==> src/rtl/mmcm_drp_ctrl_if.sv <==
// Bundle between the DRP sequencer, its entry source and the primitive's
// DRP port.
//
// Handshake (entry stream): an entry transfers on every rising clk edge where
// s_valid && s_ready are both high. The source holds s_addr/s_mask/s_data/s_last
// stable while s_valid is high and s_ready is low. s_ready never depends on
// s_valid.
//
// DRP side: drp_en is a single-cycle strobe with drp_addr/drp_we/drp_di valid
// in that cycle; the primitive answers with a drp_rdy pulse (drp_do valid with
// it for reads). Only one access is outstanding at any time.
interface mmcm_drp_ctrl_if;
  logic        s_valid;
  logic        s_ready;
  logic [6:0]  s_addr;
  logic [15:0] s_mask;
  logic [15:0] s_data;
  logic        s_last;

  logic [6:0]  drp_addr;
  logic [15:0] drp_di;
  logic        drp_en;
  logic        drp_we;
  logic [15:0] drp_do;
  logic        drp_rdy;

  // Sequencer view
  modport slave (
    input  s_valid, s_addr, s_mask, s_data, s_last, drp_do, drp_rdy,
    output s_ready, drp_addr, drp_di, drp_en, drp_we
  );

  // Entry source plus primitive view
  modport master (
    output s_valid, s_addr, s_mask, s_data, s_last, drp_do, drp_rdy,
    input  s_ready, drp_addr, drp_di, drp_en, drp_we
  );
endinterface

==> src/rtl/mmcm_drp_ctrl.sv <==
// mmcm_drp_ctrl: dynamic reconfiguration sequencer for an MMCME2/PLLE2.
// Holds the primitive in reset, applies a read-modify-write per entry
// (new = (old & mask) | (data & ~mask)), releases reset and waits for LOCKED.
// Optional feature macro: MMCM_DRP_READBACK_EN adds a read-back verify of
// every write (mismatch reports err_code 2'b11).
// state_dbg exposes the FSM state encoding for observation.
module mmcm_drp_ctrl #(
  parameter int DRDY_TIMEOUT = 255,
  parameter int LOCK_TIMEOUT = 65535,
  parameter int RST_CYCLES   = 4
) (
  input  logic                  clk,
  input  logic                  rst_n,
  mmcm_drp_ctrl_if.slave        bus,
  output logic                  mmcm_rst,
  input  logic                  locked,
  output logic                  busy,
  output logic                  done,
  output logic                  err,
  output logic [1:0]            err_code,
  output logic [3:0]            state_dbg
);

  localparam int CNT_W = 16;
  localparam logic [CNT_W-1:0] RST_LAST  = CNT_W'(RST_CYCLES - 1);
  localparam logic [CNT_W-1:0] DRDY_LAST = CNT_W'(DRDY_TIMEOUT - 1);
  localparam logic [CNT_W-1:0] LOCK_LAST = CNT_W'(LOCK_TIMEOUT - 1);

  localparam logic [1:0] CODE_DRDY = 2'b01;
  localparam logic [1:0] CODE_LOCK = 2'b10;
`ifdef MMCM_DRP_READBACK_EN
  localparam logic [1:0] CODE_VFY  = 2'b11;
`endif

  typedef enum logic [3:0] {
    S_IDLE      = 4'd0,
    S_RST_HOLD  = 4'd1,
    S_RD        = 4'd2,
    S_RD_WAIT   = 4'd3,
    S_WR        = 4'd4,
    S_WR_WAIT   = 4'd5,
    S_GET       = 4'd6,
    S_RELEASE   = 4'd7,
    S_LOCK_WAIT = 4'd8,
    S_FLUSH     = 4'd9
`ifdef MMCM_DRP_READBACK_EN
    ,
    S_VERIFY    = 4'd10,
    S_VFY_WAIT  = 4'd11
`endif
  } state_e;

  state_e             state_q, state_d;
  logic [CNT_W-1:0]   cnt_q, cnt_d;
  logic [6:0]         addr_q, addr_d;
  logic [15:0]        mask_q, mask_d;
  logic [15:0]        data_q, data_d;
  logic               last_q, last_d;
  logic [15:0]        di_q, di_d;
  logic               rst_q, rst_d;
  logic               done_q, done_d;
  logic               err_q, err_d;
  logic [1:0]         code_q, code_d;
  logic               meta_q, meta_d;
  logic               lock_s_q, lock_s_d;

  logic               s_ready_w;
  logic               accept;
  logic               drp_fail;
  logic [1:0]         fail_code;
  logic [15:0]        wr_val;

  // Entry-side ready and combinational DRP strobes decoded from the current state
  always_comb begin
    s_ready_w    = rst_n && ((state_q == S_IDLE) || (state_q == S_GET) ||
                             (state_q == S_FLUSH));
    bus.s_ready  = s_ready_w;
    bus.drp_en   = (state_q == S_RD) || (state_q == S_WR)
`ifdef MMCM_DRP_READBACK_EN
                   || (state_q == S_VERIFY)
`endif
                   ;
    bus.drp_we   = (state_q == S_WR);
    bus.drp_addr = addr_q;
    bus.drp_di   = di_q;
    busy         = (state_q != S_IDLE);
    mmcm_rst     = rst_q;
    done         = done_q;
    err          = err_q;
    err_code     = code_q;
    state_dbg    = state_q;
  end

  assign accept = bus.s_valid && s_ready_w;
  assign wr_val = (bus.drp_do & mask_q) | (data_q & ~mask_q);

  // Next-state, entry latching, shared timeout counter and pulse generation
  always_comb begin
    state_d   = state_q;
    cnt_d     = cnt_q;
    addr_d    = addr_q;
    mask_d    = mask_q;
    data_d    = data_q;
    last_d    = last_q;
    di_d      = di_q;
    done_d    = 1'b0;
    err_d     = 1'b0;
    code_d    = code_q;
    meta_d    = locked;
    lock_s_d  = meta_q;
    drp_fail  = 1'b0;
    fail_code = CODE_DRDY;
    rst_d     = 1'b0;

    case (state_q)
      S_IDLE: begin
        if (accept) begin
          addr_d  = bus.s_addr;
          mask_d  = bus.s_mask;
          data_d  = bus.s_data;
          last_d  = bus.s_last;
          cnt_d   = '0;
          state_d = S_RST_HOLD;
        end
      end
      S_RST_HOLD: begin
        if (cnt_q == RST_LAST) state_d = S_RD;
        else                   cnt_d   = cnt_q + 1'b1;
      end
      S_RD: begin
        cnt_d   = '0;
        state_d = S_RD_WAIT;
      end
      S_RD_WAIT: begin
        if (bus.drp_rdy) begin
          di_d    = wr_val;
          state_d = S_WR;
        end else if (cnt_q == DRDY_LAST) begin
          drp_fail = 1'b1;
        end else begin
          cnt_d = cnt_q + 1'b1;
        end
      end
      S_WR: begin
        cnt_d   = '0;
        state_d = S_WR_WAIT;
      end
      S_WR_WAIT: begin
        if (bus.drp_rdy) begin
`ifdef MMCM_DRP_READBACK_EN
          state_d = S_VERIFY;
`else
          state_d = last_q ? S_RELEASE : S_GET;
`endif
        end else if (cnt_q == DRDY_LAST) begin
          drp_fail = 1'b1;
        end else begin
          cnt_d = cnt_q + 1'b1;
        end
      end
`ifdef MMCM_DRP_READBACK_EN
      S_VERIFY: begin
        cnt_d   = '0;
        state_d = S_VFY_WAIT;
      end
      S_VFY_WAIT: begin
        if (bus.drp_rdy) begin
          if (bus.drp_do != di_q) begin
            drp_fail  = 1'b1;
            fail_code = CODE_VFY;
          end else begin
            state_d = last_q ? S_RELEASE : S_GET;
          end
        end else if (cnt_q == DRDY_LAST) begin
          drp_fail = 1'b1;
        end else begin
          cnt_d = cnt_q + 1'b1;
        end
      end
`endif
      S_GET: begin
        if (accept) begin
          addr_d  = bus.s_addr;
          mask_d  = bus.s_mask;
          data_d  = bus.s_data;
          last_d  = bus.s_last;
          state_d = S_RD;
        end
      end
      S_RELEASE: begin
        cnt_d   = '0;
        state_d = S_LOCK_WAIT;
      end
      S_LOCK_WAIT: begin
        if (lock_s_q) begin
          done_d  = 1'b1;
          state_d = S_IDLE;
        end else if (cnt_q == LOCK_LAST) begin
          err_d   = 1'b1;
          code_d  = CODE_LOCK;
          state_d = S_IDLE;
        end else begin
          cnt_d = cnt_q + 1'b1;
        end
      end
      S_FLUSH: begin
        if (accept && bus.s_last) state_d = S_IDLE;
      end
      default: state_d = S_IDLE;
    endcase

    // A failed DRP access abandons the reconfiguration; remaining entries of
    // the stream are drained in FLUSH so the source stays in step.
    if (drp_fail) begin
      err_d   = 1'b1;
      code_d  = fail_code;
      state_d = last_q ? S_IDLE : S_FLUSH;
    end

    // Registered from the next state so RST is glitch-free across the
    // RD/WR/GET sequence.
    case (state_d)
      S_RST_HOLD, S_RD, S_RD_WAIT, S_WR, S_WR_WAIT, S_GET: rst_d = 1'b1;
`ifdef MMCM_DRP_READBACK_EN
      S_VERIFY, S_VFY_WAIT: rst_d = 1'b1;
`endif
      default: rst_d = 1'b0;
    endcase
  end

  // State and datapath registers with synchronous active-low reset
  always_ff @(posedge clk) begin
    if (!rst_n) begin
      state_q  <= S_IDLE;
      cnt_q    <= '0;
      addr_q   <= '0;
      mask_q   <= '0;
      data_q   <= '0;
      last_q   <= 1'b0;
      di_q     <= '0;
      rst_q    <= 1'b0;
      done_q   <= 1'b0;
      err_q    <= 1'b0;
      code_q   <= 2'b00;
      meta_q   <= 1'b0;
      lock_s_q <= 1'b0;
    end else begin
      state_q  <= state_d;
      cnt_q    <= cnt_d;
      addr_q   <= addr_d;
      mask_q   <= mask_d;
      data_q   <= data_d;
      last_q   <= last_d;
      di_q     <= di_d;
      rst_q    <= rst_d;
      done_q   <= done_d;
      err_q    <= err_d;
      code_q   <= code_d;
      meta_q   <= meta_d;
      lock_s_q <= lock_s_d;
    end
  end

endmodule

==> src/flat_wrapper.sv <==
// flat-port wrapper written by rule: the top's interface ports become plain ports
module mmcm_drp_ctrl_flat 
#(
  parameter int DRDY_TIMEOUT = 255,
  parameter int LOCK_TIMEOUT = 65535,
  parameter int RST_CYCLES   = 4
)
  (clk, rst_n, mmcm_rst, locked, busy, done, err, err_code, state_dbg, bus_s_valid, bus_s_addr, bus_s_mask, bus_s_data, bus_s_last, bus_drp_do, bus_drp_rdy, bus_s_ready, bus_drp_addr, bus_drp_di, bus_drp_en, bus_drp_we);
  mmcm_drp_ctrl_if bus_i ();
  input  logic clk;
  input  logic rst_n;
  output logic mmcm_rst;
  input  logic locked;
  output logic busy;
  output logic done;
  output logic err;
  output logic [1:0] err_code;
  output logic [3:0] state_dbg;
  input wire logic [$bits(bus_i.s_valid)-1:0] bus_s_valid;
  input wire logic [$bits(bus_i.s_addr)-1:0] bus_s_addr;
  input wire logic [$bits(bus_i.s_mask)-1:0] bus_s_mask;
  input wire logic [$bits(bus_i.s_data)-1:0] bus_s_data;
  input wire logic [$bits(bus_i.s_last)-1:0] bus_s_last;
  input wire logic [$bits(bus_i.drp_do)-1:0] bus_drp_do;
  input wire logic [$bits(bus_i.drp_rdy)-1:0] bus_drp_rdy;
  output wire logic [$bits(bus_i.s_ready)-1:0] bus_s_ready;
  output wire logic [$bits(bus_i.drp_addr)-1:0] bus_drp_addr;
  output wire logic [$bits(bus_i.drp_di)-1:0] bus_drp_di;
  output wire logic [$bits(bus_i.drp_en)-1:0] bus_drp_en;
  output wire logic [$bits(bus_i.drp_we)-1:0] bus_drp_we;
  assign bus_i.s_valid = bus_s_valid;
  assign bus_i.s_addr = bus_s_addr;
  assign bus_i.s_mask = bus_s_mask;
  assign bus_i.s_data = bus_s_data;
  assign bus_i.s_last = bus_s_last;
  assign bus_i.drp_do = bus_drp_do;
  assign bus_i.drp_rdy = bus_drp_rdy;
  assign bus_s_ready = bus_i.s_ready;
  assign bus_drp_addr = bus_i.drp_addr;
  assign bus_drp_di = bus_i.drp_di;
  assign bus_drp_en = bus_i.drp_en;
  assign bus_drp_we = bus_i.drp_we;
  mmcm_drp_ctrl #(.DRDY_TIMEOUT(DRDY_TIMEOUT), .LOCK_TIMEOUT(LOCK_TIMEOUT), .RST_CYCLES(RST_CYCLES)) u_core (.clk(clk), .rst_n(rst_n), .bus(bus_i), .mmcm_rst(mmcm_rst), .locked(locked), .busy(busy), .done(done), .err(err), .err_code(err_code), .state_dbg(state_dbg));
endmodule
==> config.mk <==
export PLATFORM = sky130hd
export DESIGN_NAME = mmcm_drp_ctrl_flat
export DESIGN_NICKNAME = d
export VERILOG_FILES = /design/src/rtl/mmcm_drp_ctrl_if.sv /design/src/rtl/mmcm_drp_ctrl.sv /design/src/flat_wrapper.sv
export SDC_FILE = /design/constraint.sdc
export NUM_CORES = 1
export LEC_CHECK = 0
export ABC_AREA = 1
export CAP_MARGIN = 20
export CORE_MARGIN = 3
export CORE_UTILIZATION = 51
export CTS_BUF_LIST = sky130_fd_sc_hd__clkbuf_8
export DETAILED_ROUTE_END_ITERATION = 6
export PLACE_DENSITY = 0.83
export SETUP_SLACK_MARGIN = 0.02
export SYNTH_ARGS = -nofsm -noshare
export SYNTH_HDL_FRONTEND = slang
export SYNTH_SLANG_ARGS = --single-unit
==> constraint.sdc <==
create_clock -name clk -period 2.05 [get_ports clk]
set_input_delay 0.205 -clock clk [delete_from_list [all_inputs] [get_ports clk]]
set_output_delay 0.205 -clock clk [all_outputs]
set_load 0.01 [all_outputs]
==> results.py <==
metrics = {
    "floorplan": {
        "ios": 97,
        "core_um2": 7370,
        "fp.dieH_um": 94.0,
        "fp-row-count": 31,
        "die_area_um2": 8840,
        "die_w_um": 94.0,
        "initial_core_util_pct": 53.6,
    },
    "cts": {
        "insertion_delay_ns": 0.35,
        "clkTransAtPathRegs_ns": 0.08,
        "clockRootBuffer": "clkbuf_8",
        "cts_buffers": 9,
        "ctsHoldBuffers": 0,
        "cts.sinks": 83,
        "clk_path_buf_depth": 2,
        "cts_tree": "done",
        "htree_levels": 3,
    },
    "detailed_routing": {
        "drt_wl_total_mm": 10.3,
        "met3WireLength_um": 759,
        "top_layer": "met4",
        "vias": 4097,
        "initialDrtViolationCount": 257,
        "drt_pass1_iterations": 5,
        "routed_via_density": 5.24,
        "wl_met2_mm": 5.04,
        "post_drt_wl_per_cell_um": 13.2,
        "ant_nets": 0,
        "met1_length_mm": 4.36,
        "drc_errors": 0,
    },
    "worst_hold_path": {
        "worstHoldPathCells": 3,
        "worstHoldStart": "locked",
        "hp-class": "input port to register",
        "holdPathEnd": "u_core.lock_s_d$_SDFF_PN0_",
    },
    "logic_synthesis": {
        "netlist_area_um2": 3950,
        "syn_area_per_cell_um2": 6.73,
        "ys_warn_count": 0,
        "yosys.cell_types.count": 28,
        "synth_nets": 650,
        "ys_ff_latch": 83,
        "syn_inst": 587,
        "ys_seq_area_share_pct": 42.1,
    },
    "critical_path": {
        "crit_path_max_fanout": 4,
        "ff2ff_path_depth": 13,
        "r2r-start": "u_core.cnt_q[0]$_SDFFE_PN0P_",
        "path_class": "register to output port",
        "rr_endpoint": "u_core.cnt_q[1]$_SDFFE_PN0P_",
        "crit_path_end_kind": "output port",
        "rrSetupSlack_ns": 0.21,
        "worstPathRequired_ns": 1.85,
        "start_kind": "register",
        "arrival_ns": 1.72,
    },
    "power": {
        "power.share.clock_pct": 35.9,
        "p_comb_share_pct": 13.9,
        "static-leakage-power_uw": 0.00203,
        "p_int_uw": 2590,
        "peakVddDrop_mv": 0.413,
        "power_uw": 3440,
        "p_sw_uw": 855,
        "power_density_nw_per_um2": 661,
        "switching_share_pct": 24.9,
        "seq_power_share_pct": 50.2,
    },
    "sta": {
        "fin_setup_tns_ns": 0,
        "hold_violations": 0,
        "layout_min_cycle_time_ns": 1.92,
        "period_share_pct": 93.7,
        "rsz0062_at_grt": "false",
        "fmaxAchievable_mhz": 521,
        "worst_pin_slew_ns": 0.512,
        "slew_headroom_pct": 65.9,
        "finalSetupViolCount": 0,
        "fin_worst_skew_ns": 0.00712,
        "slew_viol_final": 0,
    },
    "final_layout": {
        "regArea_um2": 1670,
        "diodes": 0,
        "fin_nets": 742,
        "drive_above_1_share_pct": 6.59,
        "final_common_cell": "nand2_1",
        "final_cell_mix": "124 x nand2_1, 103 x nor2_1, 95 x clkdlybuf4s50_1",
        "multiInputGateArea_um2": 1970,
        "area_growth_pct": 31.7,
        "n_fill_cell": 610,
    },
    "placed_design": {
        "gp_congestion": 0.999,
        "io_buffers": 96,
        "dpl.hpwl_mm": 7.40,
    },
    "global_route": {
        "grt_pass1_vias": 3930,
        "grt_pass1_wl_mm": 17.3,
        "grt_max_degree": 58,
        "gr-total-overflow": 0,
        "grtUsageTotal_pct": 24.4,
        "antenna_found_initial": 0,
    },
    "run": {
        "cap_violations": 0,
    },
    "outcome": {
        "outcome": "complete, no violations",
    },
}
## power by group through the flow
stage	sequential [uW]	clock (uW)	combinational (uW)
after floorplan	1760	0	249
after global placement	1760	0	450
after detailed placement	1760	0	463
after CTS	1720	1260	465
after global routing	1740	1330	531
final	1730	1240	479
## stage by stage
| stage | hold slack, ns | cell area (um2) | std cells | utilization (%) | worst slack (ns) |
|---|---|---|---|---|---|
| 6_report | 0.416 | 5200 | 782 | 70.6 | 0.129 |
| 5_1_grt | 0.403 | 5200 | 782 | 70.6 | 0.0387 |
| 4_1_cts | 0.406 | 5180 | 781 | 70.3 | 0.0817 |
| 3_5_place_dp | 0.411 | 4970 | 766 | 67.4 | 0.0266 |
| 3_3_place_gp | 0.394 | 4970 | 766 | 67.4 | 0.167 |
| 2_1_floorplan | 0.303 | 3950 | 587 | - | 0.438 |
## cell families (layout without fill, tap and decap cells)
group           Yosys count  count (layout)  share of synthesized area (%)
simple gates            281             281                           29.6
compound gates          136             136                           17.4
flops                    83              83                           42.1
buf+inv                  76             172                           8.30
xor+xnor                  9               9                           2.00
fa+ha+maj                 2               2                          0.633
## layout make-up
class / instances / share of cell area [%]
Sequential cell: 83 / 32.0
Timing Repair Buffer: 106 / 20.1
Clock buffer: 9 / 2.38
Tap cell: 99 / 2.38
Inverter: 51 / 3.73
Clock inverter: 6 / 1.61
Multi-Input combinational cell: 428 / 37.8
## metal layers
metal	global-route usage (%)	up-vias
met5	0	-
met4	6.74	0
met3	7.93	14
met2	41.9	128
met1	29.0	1886
li1	-	2069
## state kept, by name (all words and copies together), names as in the netlist
signal and count:
u_core.mmcm_rst 1, u_core.mask_q 16, u_core.lock_s_q 1, u_core.err 1
u_core.state_dbg 4, u_core.last_q 1, u_core.data_q 16, u_core.lock_s_d 1
u_core.bus.drp_addr 7, u_core.done 1, u_core.cnt_q 16, u_core.bus.drp_di 16
u_core.err_code 2
## how the worst max path moves through the flow
stage | slack (ns) | startpoint | endpoint
finish | 0.13 | u_core.state_dbg[3]$_SDFF_PN0_ | bus_drp_en
global route | 0.04 | u_core.cnt_q[0]$_SDFFE_PN0P_ | u_core.cnt_q[0]$_SDFFE_PN0P_
CTS | 0.08 | u_core.state_dbg[1]$_SDFF_PN0_ | u_core.data_q[5]$_SDFFE_PN0P_
detailed placement | 0.03 | rst_n | u_core.data_q[5]$_SDFFE_PN0P_
global placement | 0.17 | rst_n | u_core.data_q[7]$_SDFFE_PN0P_
floorplan | 0.44 | u_core.state_dbg[1]$_SDFF_PN0_ | u_core.mask_q[11]$_SDFFE_PN0P_
## cell usage after synthesis
| library cell | n | area, um2 |
|---|---|---|
| o21bai_1 | 1 | 7.51 |
| buf_6 | 5 | 56.3 |
| ha_1 | 2 | 25.0 |
| nor3_1 | 6 | 30.0 |
| o21ai_0 | 73 | 365 |
| dfxtp_1 | 83 | 1660 |
| nand4_1 | 3 | 18.8 |
| nor2_4 | 1 | 11.3 |
| nor2_1 | 105 | 394 |
| clkbuf_2 | 2 | 10.0 |
| xor2_1 | 6 | 52.6 |
| xnor2_1 | 3 | 26.3 |
| inv_1 | 48 | 180 |
| o21ai_1 | 2 | 10.0 |
| buf_1 | 1 | 3.75 |
| nand3_1 | 28 | 140 |
| inv_2 | 2 | 7.51 |
| clkbuf_1 | 15 | 56.3 |
| nor2_2 | 5 | 31.3 |
| nand2_4 | 1 | 11.3 |
| buf_2 | 2 | 10.0 |
| a21oi_1 | 57 | 285 |
| nand2_1 | 124 | 465 |
| clkinv_1 | 1 | 3.75 |
| nand3_2 | 5 | 50.1 |
| nand2_2 | 2 | 12.5 |
| or2_2 | 1 | 6.26 |
| a31oi_1 | 3 | 18.8 |
## repair_timing
item | CTS | global route
pin swaps | 0 | 1
endpoints found under the hold margin | 0 | 0
setup endpoints to repair | 1 | 38
resized for setup | 6 | 2
buffers inserted | 0 | 1
## critical path, stage by stage (launching register included)
cell,delay [ns]
dfxtp_1,0.36
inv_2,0.09
nand2_1,0.13
o21ai_1,0.23
clkdlybuf4s50_1,0.57
Note: power is estimated with default switching activity, not from simulation.
